$ cat src/rtl/colour_sensor_scanner_pkg.sv
// Shared encodings for the colour sensor scanner: colours, LEDs, filters, FSM states, channel indices.
// Latency: none (constants and pure functions only).
// Backpressure: not applicable.
package colour_sensor_pkg;

    // Colour result encodings
    localparam logic [1:0] COL_RED   = 2'b00;
    localparam logic [1:0] COL_GREEN = 2'b01;
    localparam logic [1:0] COL_BLUE  = 2'b10;
    localparam logic [1:0] COL_NONE  = 2'b11;

    // One-hot RGB indicator encodings
    localparam logic [2:0] LED_RED   = 3'b100;
    localparam logic [2:0] LED_GREEN = 3'b010;
    localparam logic [2:0] LED_BLUE  = 3'b001;
    localparam logic [2:0] LED_OFF   = 3'b000;

    // Channel indices, in scan order; also the ch_count slot numbers
    localparam logic [1:0] CH_RED   = 2'd0;
    localparam logic [1:0] CH_GREEN = 2'd1;
    localparam logic [1:0] CH_BLUE  = 2'd2;
    localparam logic [1:0] CH_CLEAR = 2'd3;

    // Photodiode filter select codes {S3,S2}
    localparam logic [1:0] FILT_RED   = 2'b00;
    localparam logic [1:0] FILT_GREEN = 2'b11;
    localparam logic [1:0] FILT_BLUE  = 2'b10;
    localparam logic [1:0] FILT_CLEAR = 2'b01;

    // Scan FSM states. Channel advance (NEXT) is folded into the GATE exit,
    // so it never occupies a cycle of its own and has no encoding.
    typedef enum logic [1:0] {
        ST_IDLE   = 2'd0,
        ST_SETTLE = 2'd1,
        ST_GATE   = 2'd2,
        ST_DECIDE = 2'd3
    } state_t;

    // Filter code for a channel index
    function automatic logic [1:0] filter_code(input logic [1:0] ch);
        logic [1:0] f;
        case (ch)
            CH_RED:   f = FILT_RED;
            CH_GREEN: f = FILT_GREEN;
            CH_BLUE:  f = FILT_BLUE;
            default:  f = FILT_CLEAR;
        endcase
        return f;
    endfunction

    // Indicator pattern for a colour result
    function automatic logic [2:0] led_of(input logic [1:0] col);
        logic [2:0] l;
        case (col)
            COL_RED:   l = LED_RED;
            COL_GREEN: l = LED_GREEN;
            COL_BLUE:  l = LED_BLUE;
            default:   l = LED_OFF;
        endcase
        return l;
    endfunction

endpackage

$ cat src/rtl/colour_sensor_scanner_freq_edge_counter.sv
// Synchronises the async sensor square wave, detects rising edges, counts them saturating at all-ones.
// Latency: a pin edge reaches cnt_next three clk later (2-flop sync + edge register).
// Backpressure: none; the count is held whenever en is low, clr has priority over en.
module freq_edge_counter #(
    parameter int CNT_W = 16
) (
    input  logic             clk,
    input  logic             rst,
    input  logic             freq,
    input  logic             clr,
    input  logic             en,
    output logic [CNT_W-1:0] cnt_next
);

    logic             sync1_q, sync1_d;
    logic             sync2_q, sync2_d;
    logic             prev_q,  prev_d;
    logic [CNT_W-1:0] cnt_q,   cnt_d;
    logic             rise;
    logic [CNT_W-1:0] cnt_inc;

    // Synchroniser, edge detect and saturating count update
    always_comb begin
        sync1_d = freq;
        sync2_d = sync1_q;
        prev_d  = sync2_q;
        rise    = sync2_q & ~prev_q;
        cnt_inc = (rise && (cnt_q != {CNT_W{1'b1}})) ? cnt_q + CNT_W'(1) : cnt_q;
        cnt_next = cnt_inc;
        if (clr) begin
            cnt_d = '0;
        end else if (en) begin
            cnt_d = cnt_inc;
        end else begin
            cnt_d = cnt_q;
        end
    end

    // State registers with synchronous reset
    always_ff @(posedge clk) begin
        if (rst) begin
            sync1_q <= 1'b0;
            sync2_q <= 1'b0;
            prev_q  <= 1'b0;
            cnt_q   <= '0;
        end else begin
            sync1_q <= sync1_d;
            sync2_q <= sync2_d;
            prev_q  <= prev_d;
            cnt_q   <= cnt_d;
        end
    end

endmodule

$ cat src/rtl/colour_sensor_scanner.sv
// Steps the TCS3200 filter through R,G,B (+clear with COLOUR_SCAN_CLEAR_EN), counts edges per gate, classifies colour.
// Latency: start in cycle 0 gives valid in cycle NCH*(SETTLE_CYCLES+GATE_CYCLES)+2.
// Backpressure: none; start while busy is ignored, en low aborts to IDLE with results held.
module colour_sensor_scanner
    import colour_sensor_pkg::*;
#(
    parameter int          GATE_CYCLES   = 100000,
    parameter int          SETTLE_CYCLES = 1000,
    parameter int          CNT_W         = 16,
    parameter logic [1:0]  SCALE         = 2'b01,
    parameter int unsigned MIN_COUNT     = 16
) (
    input  logic               clk,
    input  logic               rst,
    input  logic               en,
    input  logic               start,
    input  logic               cont,
    input  logic               freq,
    output logic [3:0]         s,
    output logic [4*CNT_W-1:0] ch_count,
    output logic [1:0]         colour,
    output logic [2:0]         led,
    output logic               valid,
    output logic               busy
);

`ifdef COLOUR_SCAN_CLEAR_EN
    localparam int NCH = 4;
`else
    localparam int NCH = 3;
`endif
    localparam logic [1:0] LAST_CH = 2'(NCH - 1);
    localparam int TMR_MAX = (GATE_CYCLES > SETTLE_CYCLES) ? GATE_CYCLES : SETTLE_CYCLES;
    localparam int TMR_W   = $clog2(TMR_MAX + 1);
    localparam logic [TMR_W-1:0] SETTLE_LAST = TMR_W'(SETTLE_CYCLES - 1);
    localparam logic [TMR_W-1:0] GATE_LAST   = TMR_W'(GATE_CYCLES - 1);

    state_t           state_q, state_d;
    logic [1:0]       ch_q, ch_d;
    logic [TMR_W-1:0] tmr_q, tmr_d;
    logic [CNT_W-1:0] slot_q [4];
    logic [CNT_W-1:0] slot_d [4];
    logic [1:0]       colour_q, colour_d;
    logic [2:0]       led_q, led_d;
    logic             valid_q, valid_d;

    logic             cnt_clr;
    logic             cnt_en;
    logic [CNT_W-1:0] cnt_next;

    logic [1:0]       win_col;
    logic [CNT_W-1:0] win_cnt;
    logic             no_colour;
    logic [1:0]       dec_col;

    freq_edge_counter #(
        .CNT_W (CNT_W)
    ) u_cnt (
        .clk      (clk),
        .rst      (rst),
        .freq     (freq),
        .clr      (cnt_clr),
        .en       (cnt_en),
        .cnt_next (cnt_next)
    );

    // Classification: argmax of R,G,B with ties to the lower index, then the "none" threshold
    always_comb begin
        win_col = COL_RED;
        win_cnt = slot_q[CH_RED];
        if (slot_q[CH_GREEN] > win_cnt) begin
            win_col = COL_GREEN;
            win_cnt = slot_q[CH_GREEN];
        end
        if (slot_q[CH_BLUE] > win_cnt) begin
            win_col = COL_BLUE;
            win_cnt = slot_q[CH_BLUE];
        end
`ifdef COLOUR_SCAN_CLEAR_EN
        // Overall brightness from the unfiltered channel decides "no colour"
        no_colour = (32'(slot_q[CH_CLEAR]) < MIN_COUNT);
`else
        no_colour = (32'(win_cnt) < MIN_COUNT);
`endif
        dec_col = no_colour ? COL_NONE : win_col;
    end

    // Scan FSM: next state, timers, slot latching and result update
    always_comb begin
        state_d  = state_q;
        ch_d     = ch_q;
        tmr_d    = tmr_q;
        slot_d   = slot_q;
        colour_d = colour_q;
        led_d    = led_q;
        valid_d  = 1'b0;
        cnt_clr  = 1'b0;
        cnt_en   = 1'b0;

        if ((state_q != ST_IDLE) && !en) begin
            // Abort: drop to IDLE, keep previously published results
            state_d = ST_IDLE;
            ch_d    = CH_RED;
            tmr_d   = '0;
        end else begin
            case (state_q)
                ST_IDLE: begin
                    if (en && (start || cont)) begin
                        state_d = ST_SETTLE;
                        ch_d    = CH_RED;
                        tmr_d   = '0;
                    end
                end
                ST_SETTLE: begin
                    if (tmr_q == SETTLE_LAST) begin
                        state_d = ST_GATE;
                        tmr_d   = '0;
                        cnt_clr = 1'b1;
                    end else begin
                        tmr_d = tmr_q + TMR_W'(1);
                    end
                end
                ST_GATE: begin
                    cnt_en = 1'b1;
                    if (tmr_q == GATE_LAST) begin
                        // Latch including this cycle's edge; channel advance happens here
                        slot_d[ch_q] = cnt_next;
                        tmr_d        = '0;
                        if (ch_q == LAST_CH) begin
                            state_d = ST_DECIDE;
                        end else begin
                            state_d = ST_SETTLE;
                            ch_d    = ch_q + 2'd1;
                        end
                    end else begin
                        tmr_d = tmr_q + TMR_W'(1);
                    end
                end
                ST_DECIDE: begin
                    valid_d  = 1'b1;
                    colour_d = dec_col;
                    led_d    = led_of(dec_col);
                    ch_d     = CH_RED;
                    tmr_d    = '0;
                    state_d  = cont ? ST_SETTLE : ST_IDLE;
                end
                default: begin
                    state_d = ST_IDLE;
                end
            endcase
        end
    end

    // State and result registers with synchronous reset
    always_ff @(posedge clk) begin
        if (rst) begin
            state_q  <= ST_IDLE;
            ch_q     <= CH_RED;
            tmr_q    <= '0;
            for (int i = 0; i < 4; i++) begin
                slot_q[i] <= '0;
            end
            colour_q <= COL_NONE;
            led_q    <= LED_OFF;
            valid_q  <= 1'b0;
        end else begin
            state_q  <= state_d;
            ch_q     <= ch_d;
            tmr_q    <= tmr_d;
            slot_q   <= slot_d;
            colour_q <= colour_d;
            led_q    <= led_d;
            valid_q  <= valid_d;
        end
    end

    // Sensor pins and output packing
    always_comb begin
        s = (state_q == ST_IDLE) ? 4'b0000 : {filter_code(ch_q), SCALE};
        for (int i = 0; i < 4; i++) begin
            ch_count[i*CNT_W +: CNT_W] = slot_q[i];
        end
        colour = colour_q;
        led    = led_q;
        valid  = valid_q;
        busy   = (state_q != ST_IDLE);
    end

endmodule
$ cat config.mk
export PLATFORM = sky130hd
export DESIGN_NAME = colour_sensor_scanner
export DESIGN_NICKNAME = d
export VERILOG_FILES = /design/src/rtl/colour_sensor_scanner_pkg.sv /design/src/rtl/colour_sensor_scanner_freq_edge_counter.sv /design/src/rtl/colour_sensor_scanner.sv
export SDC_FILE = /design/constraint.sdc
export NUM_CORES = 1
export LEC_CHECK = 0
export BUFFER_PORTS_ARGS = -buffer_cell sky130_fd_sc_hd__buf_2
export CAP_MARGIN = 10
export CORE_UTILIZATION = 35
export DETAILED_ROUTE_END_ITERATION = 10
export GPL_ROUTABILITY_DRIVEN = 0
export PLACE_DENSITY_LB_ADDON = 0.08
export SYNTH_ARGS = -nofsm -noshare
export SYNTH_HDL_FRONTEND = slang
export SYNTH_SLANG_ARGS = --single-unit
$ cat constraint.sdc
create_clock -name clk -period 3.8 [get_ports clk]
set_clock_uncertainty 0.05 [all_clocks]
set_input_delay 0.19 -clock clk [delete_from_list [all_inputs] [get_ports clk]]
set_output_delay 0.19 -clock clk [all_outputs]
set_load 0.05 [all_outputs]
==> metrics.md, run 1 <==
| Metric | Value |
|---|---|
| Pin count of the biggest net entering global routing | `38` |
| Flop-to-flop setup slack | `0.24 ns` |
| Root Buffer | `clkbuf_16` |
| Layout Area Growth over Synthesis | `17.2%` |
| Layout cells sized above 1 | `21.1%` |
| Clock latency on the worst-skew pair | `0.36 ns` |
| Crit path buffers/inverters | `2` |
| Final non-filler cell total | `1015` |
| Drt wl/cell | `18.6 µm` |
| Max-slew headroom | `34.1%` |
| Crit path max fanout | `8` |
| Min-delay src | `cont` |
| Reg2Reg Depth | `16` |
| R2R Path End | `colour[1]` |
| Critical Path, Cell by Cell | `inv_1 -> ha_1 -> nand4_1 -> nor2_1 -> a211oi_2 -> nand3_1 -> and2_4 -> buf_6 -> a21oi_1 -> ha_1 -> a21oi_2 -> nand2_1 -> a211o_1 -> o221a_2 -> nor4_2 -> a22oi_1` |
| Critical Path AT | `3.73 ns` |
| Max Slew Vio Count | `0` |
| H-tree levels | `3` |
| Final Hold Vio Count | `0` |
| Initial Util | `36.3%` |
| Ant diodes | `0` |
| Setup violations, final | `0` |
| # rows | `47` |
| # fillers | `1687` |
| Die Wd | `134 µm` |
| Synth Cell Area | `6080 µm²` |
| Mapped Cells | `722` |
| Syn nets | `772` |
| Initial antenna violation count | `0` |
| Met1 wire length | `8970 µm` |
| Period minus WS final | `3.56 ns` |
| Clk buf depth | `2` |
| Final net count | `840` |
| Asr flop ratio synth | `0%` |
| Tot GR Track Use | `21.3%` |
| Met3 routed WL | `700 µm` |
| Util after Layout | `42.5%` |
| Peak VDD IR | `0.223 mV` |
| PnR Total Power | `2490 µW` |
| # DRC | `0` |
| Post-synth EDFFs | `0` |
| Clock tree from TritonCTS | `done` |
| CORE AREA | `16800 µm²` |
| First-pass GRT wire length | `29500 µm` |
| Die Y | `134 µm` |
| CTS Buf Count | `9` |
| Required @ worst endpoint | `3.96 ns` |
| Largest delay share family, worst path | `compound AO/OA/AOI/OAI gates` |
| Overflow after GRT | `0` |
| IO Pins | `81` |
| Leakage | `0.00293 µW` |
| Reg2Reg Launch Point | `ch_count[13]` |
| Critical path class | `reg2reg` |
| Top Metal Used | `met4` |
| Die footprint | `17900 µm²` |
| P per Cell Area | `350 nW/µm²` |
| Clock transition at path regs | `0.08 ns` |
| Via density | `5.53` |
| Hold Path End | `state_q[0]` |
| Final period utilization | `93.8%` |
| Top_reg_cell synth | `dfxtp_1` |
| Slowest cell on the critical path | `dfxtp_4` |
| Worst slew pin tran | `0.984 ns` |
| Highest cell delay on the worst timing path | `0.36 ns` |
| Hold Crit Depth | `3` |
| Vias post-DR | `5611` |
| Syn_area_per_cell | `8.43 µm²` |
| Most frequent CP cell | `ha_1` |
| Yosys reg bits | `110` |
| CP startpoint kind | `flop` |
| Post-synth cell types | `64` |
| Initial DRC Count | `356` |
| Max Freq | `0.281 GHz` |
| WL met2 | `8830 µm` |
| Hold Path Class | `in2reg` |
| Max_cap viols | `0` |
| I/O Buffers | `79` |
| DRT Wirelength | `18900 µm` |
| CP endpoint kind | `flop` |
| Vias in the first global route | `5208` |
| Clock sinks | `110` |
| Status | `completed` |
| Synth warnings | `0` |
| Final HPWL DP | `14200 µm` |
| Post-Place Cells | `996` |
| Drt pass-1 iters | `5` |
| Post-route ant nets | `0` |
| Sequential area share after synthesis | `36.2%` |
[kinds of logic after synthesis]
| group | Yosys count | share of synthesized area, % |
|---|---|---|
| compound gates | 164 | 17.9 |
| xor+xnor | 38 | 5.72 |
| fa+ha+maj | 44 | 9.05 |
| buf+inv | 64 | 4.87 |
| flops | 110 | 36.2 |
| mux | 4 | 0.699 |
| other cells | 1 | 0.0616 |
| simple gates | 297 | 25.5 |
[stage by stage]
stage                     instance area, µm²  setup TNS [ns]  setup WS, ns  hold WS [ns]
final                                   7130               0         0.236         0.323
after global placement                  6690               0        0.0912         0.351
after global routing                    7130         -0.0105       -0.0105         0.303
after CTS                               7030               0        0.0587         0.281
after floorplan                         6110               0       0.00116         0.224
after detailed placement                6690         -0.0734       -0.0492         0.372
[power by group]
group	switching [µW]	internal [µW]
Combinational	234	82.8
Clock	474	521
Sequential	17.6	1160
Total	725	1770
[cell usage after synthesis (3+ instances only)]
master    instances  area share (%)
nor2_1          117             7.2
dfxtp_1         110              36
a21oi_1          58             4.8
ha_1             44             9.0
a211oi_1         43             5.3
nand2_1          40             2.5
nand3_1          29             2.4
inv_1            25             1.5
xor2_1           25             3.6
o21ai_0          21             1.7
clkbuf_1         19             1.2
nand4_1          19             2.0
nor4_1           14             1.4
and2_1           13             1.3
nor3_1           13             1.1
buf_2            12            0.99
xnor2_1          11             1.6
and3_1           10             1.0
nor2b_1          10             1.0
nor3_2            8             1.3
o21ai_1           8            0.66
o211ai_1          6            0.74
buf_4             5            0.62
and4_1            4            0.58
buf_6             3            0.56
o21a_1            3            0.37
[layout make-up]
cell class              instances  area, µm²  area share [%]
well taps                     220        275            3.86
multi-input cells             548       3670            51.4
flip-flops and latches        110       2230            31.4
repair buffers                 96        546            7.65
clock buffers                   9        225            3.16
clock inverters                 7       86.3            1.21
inverters                      25       93.8            1.32
[cell usage in the layout, fill, tap and decap left out, types with 25 or more instances in the layout]
cell type  count
nor2_1       116
dfxtp_1       92
buf_2         79
a21oi_1       56
a211oi_1      42
ha_1          41
nand2_1       40
nand3_1       29
inv_1         25
xor2_1        25
[how the worst max path moves through the flow]
| stage | startpoint | endpoint | slack [ns] | cells past startpoint |
|---|---|---|---|---|
| after floorplan | ch_count[25] | colour[0] | 0.001 | 16 |
| final | ch_count[13] | colour[1] | 0.24 | 16 |
| after global placement | ch_count[11] | colour[1] | 0.09 | 16 |
| after global routing | ch_count[6] | colour[0] | -0.01 | 16 |
| after CTS | ch_count[14] | colour[1] | 0.06 | 16 |
| after detailed placement | ch_count[14] | colour[1] | -0.05 | 16 |
[registers in the layout, summed over array words and instances, names as in the netlist]
name           flops
led                3
u_cnt.cnt_q       16
tmr_q             17
valid              1
u_cnt.prev_d       1
u_cnt.prev_q       1
u_cnt.sync1_q      1
ch_count          64
colour             2
state_q            2
ch_q               2
[metal layers]
layer | up-vias | global-route usage (%)
met5 | - | 0
met4 | 0 | 7.58
met3 | 26 | 2.61
met2 | 150 | 34.7
met1 | 2711 | 29.0
li1 | 2724 | -
[worst min-delay path: cells and delay by family]
kind / cells / cell delay [ns]
compound gates: 2 / 0.37
buf+inv: 1 / 0.11
[repair_timing]
action                                 CTS  global route
hold buffers                             1             0
endpoints found under the hold margin    1             0
pin swaps                                1             8
resized for setup                        5            13
setup endpoints to repair                4             5
setup buffers                            0             2
No activity file was read; power rests on OpenSTA's default activity.
==> run 2: changes to the inputs <==
--- a/config.mk
+++ b/config.mk
@@ -11,6 +11,7 @@
 export DETAILED_ROUTE_END_ITERATION = 10
 export GPL_ROUTABILITY_DRIVEN = 0
 export PLACE_DENSITY_LB_ADDON = 0.08
+export RECOVER_POWER = 25
 export SYNTH_ARGS = -nofsm -noshare
 export SYNTH_HDL_FRONTEND = slang
 export SYNTH_SLANG_ARGS = --single-unit
==> constraint.sdc (replaced) <==
create_clock -name clk -period 4.5 [get_ports clk]
set_clock_uncertainty 0.05 [all_clocks]
set_input_delay 0.225 -clock clk [delete_from_list [all_inputs] [get_ports clk]]
set_output_delay 0.225 -clock clk [all_outputs]
set_load 0.05 [all_outputs]
==> run 2 against run 1 <==
Against the previous run: the flow now finishes with violations (capacitance limit, slew limit); critical path type unchanged; worst hold slack got worse by 0.29 ns; critical endpoint unchanged; via count fell by 3.4%; sequential power fell by 15%; setup slack improved by 0.19 ns; highest routed layer unchanged; count of clock-buffer cells in the layout rose by 1; largest power group unchanged.
==> metrics.md, run 2 (same netlist as run 1, synthesis figures left out) <==
| Metric | Value |
|---|---|
| PostCTS Resize Cnt | `0 (-5)` |
| Clock sinks | `110 (unchanged)` |
| CP endpoint kind | `flop` |
| CP startpoint kind | `flop` |
| Status | `complete, but fails checks` |
| Layout cells sized above 1 | `9.88% (-11 points)` |
| Layout Area Growth over Synthesis | `11.7%` |
| Die Wd | `134 µm (unchanged)` |
| Final non-filler cell total | `999 (-1.6%)` |
| Overflow after GRT | `0 (unchanged)` |
| H-tree levels | `3 (unchanged)` |
| Max_cap viols | `1 (+1)` |
| Die Y | `134 µm (unchanged)` |
| RSZ-0062 raised after global routing | `no` |
| Pin count of the biggest net entering global routing | `57 (+50%)` |
| IO Pins | `81 (unchanged)` |
| # rows | `47 (unchanged)` |
| Root Buffer | `clkbuf_16` |
| Initial DRC Count | `292 (-18%)` |
| Vias post-DR | `5423 (-3.4%)` |
| Final Hold Vio Count | `0 (unchanged)` |
| Util after Layout | `40.5% (-2.0 points)` |
| Drt pass-1 iters | `4 (-1)` |
| Die footprint | `17900 µm² (unchanged)` |
| Sum Neg Setup Slack | `0 ns (unchanged)` |
| Required @ worst endpoint | `4.66 ns (+0.70 ns)` |
| Tot GR Track Use | `20.8% (-0.57 points)` |
| Failing checks | `capacitance limit, slew limit` |
| Max Freq | `0.246 GHz (-12%)` |
| I/O Buffers | `79 (unchanged)` |
| Worst slew pin tran | `2.78 ns (+1.80 ns)` |
| Most frequent cells in the layout | `117 x nor2_1, 110 x dfxtp_1, 58 x a21oi_1` |
| Ant diodes | `0 (unchanged)` |
| Post-route ant nets | `0 (unchanged)` |
| Leakage | `0.00262 µW (-10%)` |
| Number of flip-flops in the largest register | `64 (unchanged)` |
| Post-Place Cells | `985 (-1.1%)` |
| Clock latency on the worst-skew pair | `0.36 ns (about the same)` |
| DRT Wirelength | `18000 µm (-4.6%)` |
| Max Slew Vio Count | `57 (+57)` |
| Crit path max fanout | `17 (+9)` |
| Final net count | `826 (-1.7%)` |
| Clock transition at path regs | `0.07 ns (about the same)` |
| Via density | `5.43 (-1.8%)` |
| Max-slew headroom | `-85.5% (-120 points)` |
| Initial antenna violation count | `0 (unchanged)` |
| Hold Path Class | `in2reg` |
| Final HPWL DP | `13800 µm (-2.7%)` |
| Period minus WS final | `4.07 ns (+0.508 ns)` |
| Critical path class | `reg2reg` |
| Final period utilization | `90.5% (-3.3 points)` |
| CTS Buf Count | `9 (unchanged)` |
| Drt wl/cell | `18.0 µm (-3.1%)` |
| CORE AREA | `16800 µm² (unchanged)` |
| Setup violations, final | `0 (unchanged)` |
| P per Cell Area | `302 nW/µm² (-14%)` |
| Setup Fix Bufs, Post-CTS | `0 (unchanged)` |
| Vias in the first global route | `5063 (-2.8%)` |
| PnR Total Power | `2050 µW (-18%)` |
| Commonest non-fill, non-tap cell in the layout | `nor2_1` |
| Hold Worst Slack | `0.0304 ns (-0.293 ns)` |
| Initial Util | `36.3% (unchanged)` |
| Clk buf depth | `2 (unchanged)` |
| # DRC | `0 (unchanged)` |
| Hold Buf Count CTS | `0 (-1)` |
| Clock tree from TritonCTS | `done` |
| First-pass GRT wire length | `28400 µm (-4.0%)` |
| Critical Path AT | `4.23 ns (+0.50 ns)` |
| Peak VDD IR | `0.191 mV (-14%)` |
==> run 2: cell types whose count changed in the layout (fill, tap and decap cells not counted), moves of 4 or more <==
cell | previous run | this run
dfxtp_4 | 4 | 0
clkinv_4 | 4 | 0
clkbuf_1 | 0 | 46
buf_2 | 79 | 35
dfxtp_1 | 92 | 110
buf_4 | 13 | 2
dfxtp_2 | 14 | 0
==> run 2: cell type report <==
type                            instances  area (µm²)
Clock buffer                           10         229
Sequential cell                       110        2200
Inverter                               25        93.8
Clock inverter                          4        48.8
Timing Repair Buffer                   82         359
Fill cell                            1764        9970
Tap cell                              220         275
Multi-Input combinational cell        548        3580
==> run 2: metal layers <==
layer  GRT usage (%)  share of wire (%)  routed length [µm]  vias up
met4            8.02                1.9                 349        0
met2            34.2                 47                8540      110
met1            27.2                 47                8440     2598
li1                -                  -                   -     2693
met5               0                  0                   0        -
met3            3.29                3.6                 652       22
==> run 2: power by group <==
part	switching, µW	internal [µW]
logic	191	66.3
registers	14.1	986
clock network	368	427
total	574	1480
==> run 2: worst paths after layout <==
kind | start | to | slack, ns | depth (start not counted)
setup / recovery | ch_count[14] | colour[1] | 0.43 | 15
hold / removal | freq | u_cnt.sync1_q | 0.03 | 2
setup reg to reg | ch_count[14] | colour[1] | 0.43 | 15
hold reg to reg | u_cnt.sync1_q | u_cnt.prev_d | 0.39 | 1
==> run 2: critical path, stage by stage, from the launching register on <==
cell,delay (ns)
dfxtp_1,0.38
inv_1,0.08
ha_1,0.31
nand4_1,0.20
nor4_1,0.33
o21ai_0,0.17
nand3_1,0.11
and2_1,0.51
a21oi_1,0.18
ha_1,0.34
a21oi_1,0.17
nor2b_1,0.06
o311ai_0,0.34
a221oi_1,0.22
nor4_1,0.34
a22oi_1,0.14
==> run 2: stage by stage <==
stage,setup slack (ns),area (µm²)
after global routing,0.0505,6790
after floorplan,0.472,6080
after global placement,0.607,6570
after CTS,0.450,6850
after detailed placement,0.458,6570
final,0.428,6790
==> run 3: changes to the inputs <==
--- a/config.mk
+++ b/config.mk
@@ -5,7 +5,7 @@
 export SDC_FILE = /design/constraint.sdc
 export NUM_CORES = 1
 export LEC_CHECK = 0
-export BUFFER_PORTS_ARGS = -buffer_cell sky130_fd_sc_hd__buf_2
+export BUFFER_PORTS_ARGS = -buffer_cell sky130_fd_sc_hd__clkbuf_2
 export CAP_MARGIN = 10
 export CORE_UTILIZATION = 35
 export DETAILED_ROUTE_END_ITERATION = 10
==> constraint.sdc (replaced) <==
create_clock -name clk -period 5.3 [get_ports clk]
set_clock_uncertainty 0.05 [all_clocks]
set_input_delay 0.265 -clock clk [delete_from_list [all_inputs] [get_ports clk]]
set_output_delay 0.265 -clock clk [all_outputs]
set_load 0.05 [all_outputs]
==> run 3 against run 2 <==
Against the previous run: the flow still finishes with violations (capacitance limit, slew limit); setup slack better by 0.58 ns; design area grew 0.28%; cell count grew 0.10%; sequential power shrank 15%; worst hold slack better by 0.038 ns; power is 14% lower; core utilization up 0.11 points; critical endpoint unchanged; largest power group unchanged; global-route usage up 0.13 points; clock power is 12% lower.
==> metrics.md, run 3 (same netlist as run 1, synthesis figures left out) <==
| Metric | Value |
|---|---|
| Final Hold Vio Count | `0 (unchanged)` |
| Max-slew headroom | `-0.813% (+85 points)` |
| Flop-to-flop setup slack | `1.01 ns (+0.58 ns)` |
| Flop pwr share | `47.9% (-0.8 points)` |
| Pint | `1270 µW (-14%)` |
| Max Freq | `0.233 GHz (-5.1%)` |
| CTS Buf Count | `9 (unchanged)` |
| Overflow after GRT | `0 (unchanged)` |
| Failing checks | `capacitance limit, slew limit` |
| IO Pins | `81 (unchanged)` |
| Max_cap viols | `1 (unchanged)` |
| Clock tree from TritonCTS | `done` |
| Setup Fix Bufs, Post-CTS | `0 (unchanged)` |
| Root Buffer | `clkbuf_16` |
| Vias in the first global route | `5129 (+1.3%)` |
| I/O Buffers | `79 (unchanged)` |
| CORE AREA | `16800 µm² (unchanged)` |
| Post-route ant nets | `0 (unchanged)` |
| Peak VDD IR | `0.154 mV (-19%)` |
| Clock transition at path regs | `0.08 ns (about the same)` |
| Final HPWL DP | `14000 µm (+1.0%)` |
| Vias post-DR | `5459 (+0.66%)` |
| Switching pwr | `500 µW (-13%)` |
| Critical Path AT | `4.46 ns (+0.23 ns)` |
| DRT Wirelength | `18300 µm (+1.6%)` |
| PnR Total Power | `1770 µW (-14%)` |
| RSZ-0062 raised after global routing | `no` |
| PostCTS Resize Cnt | `0 (unchanged)` |
| Critical Path, Cell by Cell | `inv_1 -> ha_1 -> nand4_1 -> nor4_1 -> o21ai_0 -> nand3_1 -> buf_4 -> and2_1 -> a21oi_1 -> ha_1 -> a21oi_1 -> nor2b_1 -> o311ai_0 -> a221oi_1 -> nor4_1 -> a22oi_1` |
| # rows | `47 (unchanged)` |
| P per Cell Area | `260 nW/µm² (-14%)` |
| Hold Buf Count CTS | `0 (unchanged)` |
| H-tree levels | `3 (unchanged)` |
| Number of flip-flops in the largest register | `64 (unchanged)` |
| Final net count | `825 (-0.12%)` |
| Sw Ratio | `28.2% (+0.26 points)` |
| Status | `complete, but fails checks` |
| Required @ worst endpoint | `5.47 ns (+0.81 ns)` |
| Hold Path Class | `in2reg` |
| Period minus WS final | `4.29 ns (+0.218 ns)` |
| Layout cells sized above 1 | `10.3% (+0.37 points)` |
| Die footprint | `17900 µm² (unchanged)` |
| Die Y | `134 µm (unchanged)` |
| First-pass GRT wire length | `28700 µm (+1.2%)` |
| Via density | `5.46 (+0.56%)` |
| Critical path class | `reg2reg` |
| Max Slew Vio Count | `30 (-47%)` |
| Tot GR Track Use | `20.9% (+0.13 points)` |
| Ant diodes | `0 (unchanged)` |
| Highest cell delay on the worst timing path | `0.54 ns (+0.03 ns)` |
| # DRC | `0 (unchanged)` |
| Slowest cell on the critical path | `and2_1` |
| Pin count of the biggest net entering global routing | `42 (-26%)` |
| Final period utilization | `80.9% (-9.6 points)` |
| Initial Util | `36.3% (unchanged)` |
| Crit path max fanout | `18 (+1)` |
| Sum Neg Setup Slack | `0 ns (unchanged)` |
| Clock sinks | `110 (unchanged)` |
| Most frequent cells in the layout | `117 x nor2_1, 110 x dfxtp_1, 58 x a21oi_1` |
| Initial DRC Count | `300 (+2.7%)` |
| Clock share of power | `39.7% (+1.0 points)` |
| Clock latency on the worst-skew pair | `0.36 ns (about the same)` |
| Clk buf depth | `2 (unchanged)` |
| Initial antenna violation count | `0 (unchanged)` |
| Layout Area Growth over Synthesis | `12.0%` |
| Drt pass-1 iters | `5 (+1)` |
| Setup violations, final | `0 (unchanged)` |
| Drt wl/cell | `18.3 µm (+1.5%)` |
| CP endpoint kind | `flop` |
| Die Wd | `134 µm (unchanged)` |
| Leakage | `0.00260 µW (-0.76%)` |
| CP startpoint kind | `flop` |
| Worst slew pin tran | `1.51 ns (-1.27 ns)` |
| Commonest non-fill, non-tap cell in the layout | `nor2_1` |
| Combinational share of power | `12.4% (about the same)` |
[run 3: cell types whose count changed in the layout (fill, tap and decap cells not counted), sizes merged]
cell	before	now
clkinv	2	4
clkbuf	55	89
inv	26	25
clkinvlp	0	1
buf	37	2
[run 3: layout make-up]
| type | instances | area [µm²] |
|---|---|---|
| fillers | 1759 | 9950 |
| multi-input cells | 548 | 3580 |
| flip-flops and latches | 110 | 2200 |
| repair buffers | 81 | 355 |
| well taps | 220 | 275 |
| clock buffers | 10 | 239 |
| inverters | 25 | 93.8 |
| clock inverters | 6 | 61.3 |
[run 3: per-layer routing]
| metal | wire (µm) | GRT usage [%] |
|---|---|---|
| met1 | 8620 | 28.0 |
| met2 | 8760 | 34.7 |
| met3 | 695 | 3.21 |
| met4 | 199 | 5.68 |
| met5 | 0 | 0 |
[run 3: critical path: cells and delay by family (launching register included)]
family	cells	cell delay [ns]
AOI/OAI and AO/OA	6	1.21
and+or+nand+nor	6	1.54
buffers and inverters	2	0.29
DFF	1	0.39
adders and majority gates	2	0.65
[run 3: metrics by stage]
stage          cells  util, %  worst slack, ns  instance area, µm²  hold WS [ns]
3_3_place_gp     984     39.2             1.18                6570         0.368
3_5_place_dp     984     39.2             1.02                6570         0.379
4_1_cts         1000     41.0            0.990                6870        0.0624
2_1_floorplan    722        -             1.27                6080         0.299
5_1_grt         1000     40.6            0.470                6810        0.0805
6_report        1000     40.6             1.01                6810        0.0680
[run 3: final timing paths]
| kind | startpoint | end | cells after the start |
|---|---|---|---|
| max | ch_count[14] | colour[1] | 16 |
| min | freq | u_cnt.sync1_q | 2 |
| max reg2reg | ch_count[14] | colour[1] | 16 |
| min reg2reg | u_cnt.sync1_q | u_cnt.prev_d | 1 |
[run 3: power groups by stage]
stage / registers, µW / clock network (µW) / logic, µW
floorplan: 868 / 0 / 175
global placement: 867 / 0 / 218
detailed placement: 868 / 0 / 222
CTS: 848 / 720 / 222
global route: 850 / 748 / 242
finish: 848 / 703 / 220
